==> src/rtl/xor_sched_pkg.sv <==
//------------------------------------------------------------------------------
// xor_sched_pkg
// Shared state encoding and ID-width helper for the XOR scheduler.
// Revision: 1.0
//------------------------------------------------------------------------------
`default_nettype none

package xor_sched_pkg;

    localparam logic [1:0] c_ST_IDLE = 2'd0;
    localparam logic [1:0] c_ST_CALC = 2'd1;
    localparam logic [1:0] c_ST_RESP = 2'd2;

    typedef enum logic [1:0] {
        ST_IDLE = c_ST_IDLE,
        ST_CALC = c_ST_CALC,
        ST_RESP = c_ST_RESP
    } xor_sched_state_t;

    // A single requester index still needs one bit to be representable.
    function automatic int id_width(input int req);
        return (req > 2) ? $clog2(req) : 1;
    endfunction

endpackage

`default_nettype wire

==> src/rtl/xor_core.sv <==
//------------------------------------------------------------------------------
// xor_core
// Registered N-bit XOR unit, one cycle of latency, loads on load_i.
// Revision: 1.0
//------------------------------------------------------------------------------
`default_nettype none

module xor_core #(
    parameter int N = 4
) (
    input  logic         clk,
    input  logic         rstn,
    input  logic         load_i,
    input  logic [N-1:0] a_i,
    input  logic [N-1:0] b_i,
    output logic [N-1:0] y_o
);

    logic [N-1:0] y_q;

    always_ff @(posedge clk or negedge rstn) begin
        if (!rstn) begin
            y_q <= '0;
        end else if (load_i) begin
            y_q <= a_i ^ b_i;
        end
    end

    assign y_o = y_q;

endmodule

`default_nettype wire

==> src/rtl/xor_sched.sv <==
//------------------------------------------------------------------------------
// xor_sched
// Arbitrates REQ requesters onto one shared registered XOR unit and returns
// each result with the winner's ID. Define XOR_SCHED_FIXPRI_EN for
// fixed-priority arbitration (lowest index wins) instead of round-robin.
// Revision: 1.0
//------------------------------------------------------------------------------
`default_nettype none

module xor_sched
    import xor_sched_pkg::*;
#(
    parameter  int N    = 4,
    parameter  int REQ  = 4,
    localparam int ID_W = id_width(REQ)
) (
    input  logic              clk,
    input  logic              rstn,
    input  logic [REQ-1:0]    req_valid,
    output logic [REQ-1:0]    req_ready,
    input  logic [REQ*N-1:0]  req_a,
    input  logic [REQ*N-1:0]  req_b,
    output logic              rsp_valid,
    input  logic              rsp_ready,
    output logic [N-1:0]      rsp_data,
    output logic [ID_W-1:0]   rsp_id
);

    xor_sched_state_t state_q, state_d;

    logic [REQ-1:0]  grant;
    logic [ID_W-1:0] win;
    logic            accept;

    logic [N-1:0]    op_a_q, op_b_q;
    logic [ID_W-1:0] id_q;

`ifdef XOR_SCHED_FIXPRI_EN
    // Scan downward so the lowest valid index is the last one written.
    always_comb begin
        grant = '0;
        win   = '0;
        for (int i = REQ - 1; i >= 0; i--) begin
            if (req_valid[i]) begin
                grant    = '0;
                grant[i] = 1'b1;
                win      = ID_W'(i);
            end
        end
    end
`else
    logic [ID_W-1:0] rr_ptr_q;
    logic            found;
    int              idx;

    always_comb begin
        grant = '0;
        win   = '0;
        found = 1'b0;
        idx   = 0;
        for (int k = 0; k < REQ; k++) begin
            idx = int'(rr_ptr_q) + k;
            if (idx >= REQ) begin
                idx = idx - REQ;
            end
            if (!found && req_valid[idx]) begin
                found      = 1'b1;
                grant[idx] = 1'b1;
                win        = ID_W'(idx);
            end
        end
    end

    always_ff @(posedge clk or negedge rstn) begin
        if (!rstn) begin
            rr_ptr_q <= '0;
        end else if (accept) begin
            rr_ptr_q <= (win == ID_W'(REQ - 1)) ? '0 : win + ID_W'(1);
        end
    end
`endif

    assign accept = (state_q == ST_IDLE) && (|req_valid);

    always_comb begin
        state_d   = state_q;
        req_ready = '0;
        rsp_valid = 1'b0;
        case (state_q)
            ST_IDLE: begin
                // Gate with rstn so no handshake is advertised during reset.
                req_ready = rstn ? grant : '0;
                if (|req_valid) begin
                    state_d = ST_CALC;
                end
            end
            ST_CALC: begin
                state_d = ST_RESP;
            end
            ST_RESP: begin
                rsp_valid = 1'b1;
                if (rsp_ready) begin
                    state_d = ST_IDLE;
                end
            end
            default: begin
                state_d = ST_IDLE;
            end
        endcase
    end

    always_ff @(posedge clk or negedge rstn) begin
        if (!rstn) begin
            state_q <= ST_IDLE;
            op_a_q  <= '0;
            op_b_q  <= '0;
            id_q    <= '0;
        end else begin
            state_q <= state_d;
            if (accept) begin
                op_a_q <= req_a[int'(win)*N +: N];
                op_b_q <= req_b[int'(win)*N +: N];
                id_q   <= win;
            end
        end
    end

    xor_core #(
        .N (N)
    ) u_xor_core (
        .clk    (clk),
        .rstn   (rstn),
        .load_i (state_q == ST_CALC),
        .a_i    (op_a_q),
        .b_i    (op_b_q),
        .y_o    (rsp_data)
    );

    assign rsp_id = id_q;

endmodule

`default_nettype wire

==> config.mk <==
export PLATFORM = sky130hd
export DESIGN_NAME = xor_sched
export DESIGN_NICKNAME = d
export VERILOG_FILES = /design/src/rtl/xor_sched_pkg.sv /design/src/rtl/xor_core.sv /design/src/rtl/xor_sched.sv
export SDC_FILE = /design/constraint.sdc
export NUM_CORES = 1
export LEC_CHECK = 0
export ABC_AREA = 1
export CAP_MARGIN = 10
export CORE_MARGIN = 5
export CORE_UTILIZATION = 40
export DETAILED_ROUTE_END_ITERATION = 10
export PLACE_DENSITY = 0.67
export SLEW_MARGIN = 30
export SYNTH_ARGS = -nofsm -noshare
export SYNTH_HDL_FRONTEND = slang
export SYNTH_SLANG_ARGS = --single-unit
export TNS_END_PERCENT = 1
==> constraint.sdc <==
create_clock -name clk -period 3 [get_ports clk]
set_clock_uncertainty 0.1 [all_clocks]
set_input_delay 0.6 -clock clk [delete_from_list [all_inputs] [get_ports clk]]
set_output_delay 0.6 -clock clk [all_outputs]
set_load 0.02 [all_outputs]
==> impl_metrics.sql, run 1 <==
INSERT INTO impl_metrics (metric_group, metric, value, unit) VALUES
('timing', 'timing.final.crit_share', '95.3', '%'),
('timing', 'grt_setup_unrepaired', 'false', ''),
('worst_hold_path', 'hold-path-cell-count', '2', ''),
('floorplanning', 'io_pins', '50', ''),
('critical_path', 'worst-endpoint-arrival', '2.16', 'ns'),
('place', 'io_buffers', '49', ''),
('floorplanning', 'coreArea', '3970', 'um2'),
('timing', 'timing.final.max_slew_violations', '0', ''),
('final_layout', 'p_r_area_growth_vs_syn', '44.8', '%'),
('final_layout', 'antenna_cells_inserted', '0', ''),
('final_layout', 'finalNetCount', '345', ''),
('timing', 'finalCriticalPeriod', '2.86', 'ns'),
('cts', 'clkTransAtPathRegs', '0.07', 'ns'),
('place', 'gp_congestion', '0.835', ''),
('timing', 'slew_headroom', '73.7', '%'),
('drt', 'via_density_per_instance', '4.68', ''),
('run_status', 'outcome', 'finished clean', ''),
('drt', 'post_route_antenna_net_violation_count', '0', ''),
('critical_path', 'regToRegStartpoint', 'rr_ptr_q[0]', ''),
('grt', 'pin_count_of_the_biggest_net_entering_global_routing', '19', ''),
('yosys', 'synth_top_cell_by_area', 'sky130_fd_sc_hd__dfrtp_1', ''),
('cts', 'numCtsBuffers', '3', ''),
('critical_path', 'critical_path_end_type', 'output pin', ''),
('cts', 'max-clock-path-buffers', '2', ''),
('floorplanning', 'die_height', '73.9', 'um'),
('place', 'placement.setup.worst_slack', '-0.368', 'ns'),
('yosys', 'synth_edf_count', '0', ''),
('critical_path', 'regToRegSetupSlack', '0.57', 'ns'),
('drt', 'wire_length_per_cell_after_detailed_routing', '11.3', 'um'),
('yosys', 'asyncSetResetFlopFracSynth', '100', '%'),
('final_layout', 'multi_input_area', '1000', 'um2'),
('final_layout', 'layout.filler_cells', '388', ''),
('cts', 'clock_insertion_delay_worst_skew', '0.26', 'ns'),
('final_layout', 'register_area', '452', 'um2'),
('floorplanning', 'core.rowCount', '23', ''),
('worst_hold_path', 'worst_hold_startpoint', 'u_xor_core.y_o[0]', ''),
('drt', 'firstDrtPassIters', '4', ''),
('critical_path', 'rr_worst_depth', '14', ''),
('critical_path', 'launching_instance_or_port_of_the_critical_path', 'rr_ptr_q[0]', ''),
('cts', 'tritoncts_clock_tree', 'yes', ''),
('yosys', 'syn-mean-instance-area', '7.06', 'um2'),
('yosys', 'mappedNetlistNets', '275', ''),
('timing', 'worst_margin_pin_slew', '0.391', 'ns'),
('floorplanning', 'dieArea', '5460', 'um2'),
('drt', 'postRouteWirelength', '3.97', 'mm'),
('yosys', 'yosys.area.top_type_share', '27.6', '%'),
('critical_path', 'required', '2.30', 'ns'),
('drt', 'drt-initial-drc-count', '48', ''),
('worst_hold_path', 'hold_path.class', 'reg2reg', ''),
('critical_path', 'kind_of_start_point_of_the_critical_path', 'flop', ''),
('critical_path', 'path_type_of_the_worst_setup_path', 'reg2out', ''),
('timing', 'final_critical_path_setup_slack', '0.141', 'ns'),
('floorplanning', 'die_w', '73.9', 'um'),
('drt', 'num_vias', '1639', ''),
('timing', 'fmax', '0.350', 'GHz'),
('yosys', 'netlist_top_cells_area', 'sky130_fd_sc_hd__dfrtp_1, sky130_fd_sc_hd__nand2_1, sky130_fd_sc_hd__nand3_1', ''),
('grt', 'grt.overflow.total', '0', ''),
('yosys', 'post_synthesis_cell_area', '1630', 'um2'),
('yosys', 'synth.lib_cells_used.distinct', '31', ''),
('pwr', 'p_total', '3130', 'uW'),
('cts', 'h_tree_level_count', '1', ''),
('yosys', 'synthFlopType', 'sky130_fd_sc_hd__dfrtp_1', ''),
('grt', 'grt_pass1_vias', '1537', ''),
('timing', 'timing.final.hold_violations', '0', ''),
('cts', 'clockRootBuffer', 'sky130_fd_sc_hd__clkbuf_8', ''),
('final_layout', 'drive_gt1_share', '24.3', '%'),
('pwr', 'leakagePower', '0.00122', 'uW'),
('timing', 'worst_hold_slack_across_all_endpoints', '0.386', 'ns'),
('grt', 'antenna_found_initial', '0', ''),
('grt', 'groute.usage.overall', '15.3', '%'),
('yosys', 'synthesis.instances', '231', '');
[final cells by class]
class / count / share of cell area [%]
inverter: 35 / 5.88
sequential: 18 / 19.1
timing repair buffer: 70 / 27.7
tap: 50 / 2.65
clock buffer: 4 / 2.33
multi-input combinational: 173 / 42.3
[per-layer routing]
layer / part of all wire [%] / wire length, um / track usage [%] / up-vias
met2: 46 / 1810 / 23.4 / 45
met1: 48 / 1910 / 21.5 / 708
li1: - / - / - / 880
met4: 1.1 / 43 / 4.83 / 0
met5: 0 / 0 / 0 / -
met3: 5.1 / 202 / 2.87 / 6
[how the worst max path moves through the flow]
stage	endpoint	slack, ns	depth (start not counted)
floorplan	req_ready[0]	0.43	14
global placement	req_ready[1]	-0.30	13
detailed placement	req_ready[1]	-0.37	13
CTS	req_ready[2]	0.0009	14
global route	req_ready[1]	0.04	14
finish	req_ready[1]	0.14	14
[sequential cells by signal, indices dropped and copies added, names as in the netlist]
name            flops
state_q             2
op_b_q              4
u_xor_core.y_o      4
rsp_id              2
rr_ptr_q            2
op_a_q              4
[logic make-up (layout without fill, tap and decap cells)]
logic type / after synthesis / count (layout) / share of synthesized area (%)
DFF: 18 / 18 / 27.6
xor gates and xnor gates: 4 / 4 / 2.15
and+or+nand+nor: 141 / 141 / 46.9
AOI/OAI and AO/OA: 23 / 23 / 8.13
adders and majority gates: 5 / 5 / 3.83
buffers and inverters: 40 / 109 / 11.4
[power by group]
part           switching [uW]  internal, uW  leakage, uW
Clock                    80.1           117    0.0000288
Combinational            1430          1040     0.000972
Sequential               82.9           376     0.000219
Total                    1590          1540      0.00122
[placed cells by master (no fill, tap or decap), drive strengths merged, types with 4 or more instances in the layout]
| cell | Yosys | routed |
|---|---|---|
| nand2 | 92 | 92 |
| clkdlybuf4s50 | 0 | 41 |
| inv | 34 | 34 |
| nand3 | 34 | 34 |
| buf | 4 | 21 |
| dfrtp | 18 | 18 |
| o21ai | 10 | 10 |
| nor2 | 10 | 10 |
| clkbuf | 1 | 7 |
| a21oi | 5 | 5 |
| o22ai | 5 | 5 |
| ha | 5 | 5 |
| xnor2 | 4 | 4 |
| dlygate4sd2 | 0 | 4 |
| nand4 | 4 | 4 |
[worst max-delay path: stages (launching register included)]
cell                              delay [ns]
sky130_fd_sc_hd__dfrtp_2                0.44
sky130_fd_sc_hd__inv_8                  0.06
sky130_fd_sc_hd__ha_2                   0.29
sky130_fd_sc_hd__inv_2                  0.08
sky130_fd_sc_hd__nand3_2                0.09
sky130_fd_sc_hd__nand2_4                0.09
sky130_fd_sc_hd__inv_2                  0.06
sky130_fd_sc_hd__nor2_8                 0.08
sky130_fd_sc_hd__nand2_2                0.08
sky130_fd_sc_hd__o22ai_1                0.12
sky130_fd_sc_hd__a21oi_1                0.06
sky130_fd_sc_hd__o21ai_0                0.08
sky130_fd_sc_hd__nand2_1                0.07
sky130_fd_sc_hd__inv_1                  0.05
sky130_fd_sc_hd__clkdlybuf4s15_2        0.24
[timing repair]
item	CTS	global route
resized for setup	13	7
hold buffers	0	0
cloned	0	0
buffers inserted	0	0
pin swaps	0	0
endpoints found under the setup margin	4	4
[per-stage QoR]
stage	area, um2	std cells	setup TNS [ns]
CTS	2370	350	0
global placement	2320	346	-1.17
floorplan	1630	231	0
global route	2360	350	0
finish	2360	350	0
detailed placement	2320	346	-1.35
(Power assumes the default switching activity.)
==> inputs of run 2 (changes only) <==
--- a/config.mk
+++ b/config.mk
@@ -5,12 +5,11 @@
 export SDC_FILE = /design/constraint.sdc
 export NUM_CORES = 1
 export LEC_CHECK = 0
-export ABC_AREA = 1
 export CAP_MARGIN = 10
 export CORE_MARGIN = 5
 export CORE_UTILIZATION = 40
 export DETAILED_ROUTE_END_ITERATION = 10
-export PLACE_DENSITY = 0.67
+export PLACE_DENSITY = 0.65
 export SLEW_MARGIN = 30
 export SYNTH_ARGS = -nofsm -noshare
 export SYNTH_HDL_FRONTEND = slang
==> run 2 against run 1 <==
Net effect:
- cell count down 1.1%
- total power up 3.1%
- combinational power up 4%
- highest routed layer unchanged
- setup slack worse by 0.16 ns
- core utilization down 0.13 points
- critical path type unchanged
- clock-buffer cell count unchanged
- fmax down 5.2%
- first-iteration DRC count rose to 3.8 times the previous value
- the flow now finishes with violations (negative setup slack)
- critical path depth down 5
- flip-flop and latch count unchanged
- synthesized cell count down 5.2%
- routed wire length up 42%
==> impl_metrics.sql, run 2 <==
INSERT INTO impl_metrics (metric_group, metric, value, unit) VALUES
('cts', 'numCtsBuffers', '3', ''),
('floorplanning', 'core.rowCount', '25', ''),
('timing', 'finalSetupViolCount', '2', ''),
('drt', 'drt-initial-drc-count', '184', ''),
('grt', 'grt.overflow.total', '0', ''),
('critical_path', 'worstReg2RegEnd', 'op_a_q[2]', ''),
('grt', 'pin_count_of_the_biggest_net_entering_global_routing', '25', ''),
('worst_hold_path', 'worst_hold_startpoint', 'u_xor_core.y_o[3]', ''),
('yosys', 'mappedNetlistNets', '263', ''),
('yosys', 'syn-mean-instance-area', '8.58', 'um2'),
('floorplanning', 'die_height', '78.5', 'um'),
('place', 'placedInstanceArea', '2610', 'um2'),
('grt', 'grt_pass1_vias', '1956', ''),
('cts', 'holdBufCountCts', '0', ''),
('yosys', 'synthFlopType', 'sky130_fd_sc_hd__dfrtp_1', ''),
('floorplanning', 'coreArea', '4630', 'um2'),
('timing', 'timing.final.crit_share', '101', '%'),
('yosys', 'post_synthesis_cell_area', '1880', 'um2'),
('timing', 'fmax', '0.332', 'GHz'),
('floorplanning', 'die_w', '78.5', 'um'),
('drt', 'postRouteWirelength', '5.65', 'mm'),
('pwr', 'ir_worst_vdd', '0.706', 'mV'),
('worst_hold_path', 'hold-path-cell-count', '2', ''),
('floorplanning', 'dieArea', '6170', 'um2'),
('timing', 'setup_total_neg_slack', '-0.0219', 'ns'),
('timing', 'timing.final.max_slew_violations', '0', ''),
('timing', 'finalCriticalPeriod', '3.02', 'ns'),
('critical_path', 'rr_worst_depth', '11', ''),
('timing', 'grt_setup_unrepaired', 'true', ''),
('yosys', 'ys_warn_count', '0', ''),
('critical_path', 'path_type_of_the_worst_setup_path', 'reg2out', ''),
('pwr', 'leakagePower', '0.00109', 'uW'),
('cts', 'h_tree_level_count', '1', ''),
('floorplanning', 'io_pins', '50', ''),
('cts', 'tritoncts_num_sinks', '18', ''),
('yosys', 'netlist_top_cells_area', 'sky130_fd_sc_hd__dfrtp_1, sky130_fd_sc_hd__nor2_1, sky130_fd_sc_hd__a221oi_1', ''),
('yosys', 'synth_top_cells_by_count', 'sky130_fd_sc_hd__nor2_1, sky130_fd_sc_hd__nand2_1, sky130_fd_sc_hd__dfrtp_1, sky130_fd_sc_hd__o21ai_0, sky130_fd_sc_hd__a221oi_1', ''),
('grt', 'grt_first_pass_wirelength', '9.42', 'mm'),
('place', 'io_buffers', '49', ''),
('run', 'max_cap_viol_count', '0', ''),
('cts', 'clock_insertion_delay_worst_skew', '0.26', 'ns'),
('critical_path', 'regToRegSetupSlack', '0.14', 'ns'),
('drt', 'firstDrtPassIters', '4', ''),
('floorplanning', 'initial_utilization', '40.6', '%'),
('worst_hold_path', 'hold_path.class', 'reg2reg', ''),
('cts', 'clkTransAtPathRegs', '0.07', 'ns'),
('critical_path', 'cp_max_fo', '7', ''),
('critical_path', 'kind_of_start_point_of_the_critical_path', 'flop', ''),
('grt', 'antenna_found_initial', '0', ''),
('grt', 'groute.usage.overall', '18.7', '%'),
('critical_path', 'required', '2.30', 'ns'),
('pwr', 'p_per_area', '1170', 'nW/um2'),
('timing', 'slew_headroom', '70.1', '%'),
('cts', 'max-clock-path-buffers', '2', ''),
('final_layout', 'p_r_area_growth_vs_syn', '46.2', '%'),
('drt', 'wire_length_per_cell_after_detailed_routing', '16.3', 'um'),
('timing', 'worst_margin_pin_slew', '0.445', 'ns'),
('final_layout', 'drive_gt1_share', '28.4', '%'),
('final_layout', 'utilization', '59.4', '%'),
('yosys', 'yosys.area.top_type_share', '24.0', '%'),
('yosys', 'synth.lib_cells_used.distinct', '54', ''),
('final_layout', 'antenna_cells_inserted', '0', ''),
('yosys', 'synth_most_common_cell', 'sky130_fd_sc_hd__nor2_1', ''),
('critical_path', 'regToRegStartpoint', 'rr_ptr_q[1]', ''),
('timing', 'final_critical_path_setup_slack', '-0.0156', 'ns'),
('yosys', 'ys_seq_elements', '18', ''),
('run_status', 'outcome', 'finished, violations left', ''),
('place', 'gp_congestion', '0.957', ''),
('drt', 'num_vias', '2064', ''),
('final_layout', 'fin_area', '2750', 'um2'),
('final_layout', 'mostFrequentLayoutCell', 'sky130_fd_sc_hd__clkdlybuf4s50_1', ''),
('worst_hold_path', 'hold-path-endpoint', 'u_xor_core.y_o[3]', ''),
('final_layout', 'layout_common_cells', 'sky130_fd_sc_hd__clkdlybuf4s50_1, sky130_fd_sc_hd__buf_4, sky130_fd_sc_hd__nor2_1', ''),
('yosys', 'synthesis.instances', '219', ''),
('critical_path', 'critical_path_end_type', 'output pin', ''),
('cts', 'clockRootBuffer', 'sky130_fd_sc_hd__clkbuf_8', ''),
('drt', 'via_density_per_instance', '5.97', ''),
('drt', 'post_route_antenna_net_violation_count', '0', ''),
('yosys', 'synth_top_cell_by_area', 'sky130_fd_sc_hd__dfrtp_1', ''),
('run_status', 'violations_in_the_final_reports', 'negative setup slack', ''),
('final_layout', 'finalNetCount', '337', ''),
('yosys', 'synth_edf_count', '0', ''),
('cts', 'tritoncts_clock_tree', 'yes', ''),
('yosys', 'seq_area_frac_synth', '24.0', '%'),
('place', 'hpwl', '4.21', 'mm'),
('timing', 'timing.final.hold_violations', '0', ''),
('critical_path', 'worst-endpoint-arrival', '2.32', 'ns'),
('yosys', 'asyncSetResetFlopFracSynth', '100', '%'),
('drt', 'drc', '0', '');
-- run 2: cell types whose count changed in the layout (fill, tap and decap cells not counted), sizes merged, moves of 6 or more --
| cell | previous run | this run |
|---|---|---|
| o21ai | 10 | 19 |
| a22oi | 0 | 9 |
| a221o | 0 | 6 |
| nand3 | 34 | 7 |
| nor2 | 10 | 28 |
| a221oi | 0 | 14 |
| buf | 21 | 40 |
| nand2 | 92 | 20 |
| a22o | 0 | 7 |
| inv | 34 | 6 |
-- run 2: worst max path at each step --
| stage | from | cells past startpoint | endpoint |
|---|---|---|---|
| floorplan | rr_ptr_q[0] | 11 | req_ready[0] |
| global placement | req_valid[0] | 7 | req_ready[0] |
| detailed placement | req_valid[0] | 7 | req_ready[0] |
| CTS | rr_ptr_q[1] | 9 | req_ready[2] |
| global route | rr_ptr_q[1] | 9 | req_ready[3] |
| finish | rr_ptr_q[1] | 9 | req_ready[3] |
-- run 2: routing by layer --
metal  up-vias  GRT usage (%)  wire length [um]
met5         -              0                 0
met3         7           2.52               383
met2        81           29.3              2630
met1       972           27.0              2570
li1       1004              -                 -
met4         0           4.55                57
-- run 2: cell type report --
type	count	area [um2]
sequential	18	450
multi-input combinational	179	1380
tap	54	67.6
timing repair buffer	85	769
inverter	6	25.0
clock buffer	4	55.1
fill	444	1880
-- run 2: critical path, stage by stage, from the launching register on --
cell and delay [ns]:
sky130_fd_sc_hd__dfrtp_1 0.38, sky130_fd_sc_hd__inv_2 0.06, sky130_fd_sc_hd__ha_4 0.27, sky130_fd_sc_hd__mux4_2 0.62, sky130_fd_sc_hd__nor2b_4 0.21, sky130_fd_sc_hd__a22oi_2 0.08, sky130_fd_sc_hd__nor2_2 0.14, sky130_fd_sc_hd__a221oi_2 0.05
sky130_fd_sc_hd__nor2_2 0.13, sky130_fd_sc_hd__buf_6 0.12
-- run 2: kinds of logic (layout without fill, tap and decap cells) --
family,count (synthesis),after routing,share of synthesized area [%]
flops,18,18,24.0
compound gates,90,90,37.6
simple gates,72,72,19.2
mux,8,8,6.86
buf+inv,22,95,7.19
fa+ha+maj,5,5,3.33
xor+xnor,4,4,1.86
-- run 2: stage by stage --
step	std cells	power (uW)	hold WS, ns	setup slack [ns]
finish	346	3230	0.379	-0.0156
global route	346	3480	0.442	-0.121
CTS	346	3160	0.386	0.0228
detailed placement	340	2810	0.370	-0.559
global placement	340	2790	0.361	-0.527
floorplan	219	2120	0.204	-0.232
-- run 2: where the power goes --
| group | total [uW] | internal (uW) | switching [uW] | leakage, uW |
|---|---|---|---|---|
| registers | 451 | 371 | 80.2 | 0.000211 |
| logic | 2570 | 1210 | 1360 | 0.000855 |
| clock network | 202 | 117 | 85.4 | 0.0000288 |
-- run 2: timing repair --
| item | CTS | global route |
|---|---|---|
| hold endpoints to repair | 0 | 0 |
| endpoints found under the setup margin | 4 | 6 |
| pin swaps | 4 | 2 |
| buffers inserted | 2 | 0 |
| resized for setup | 31 | 12 |
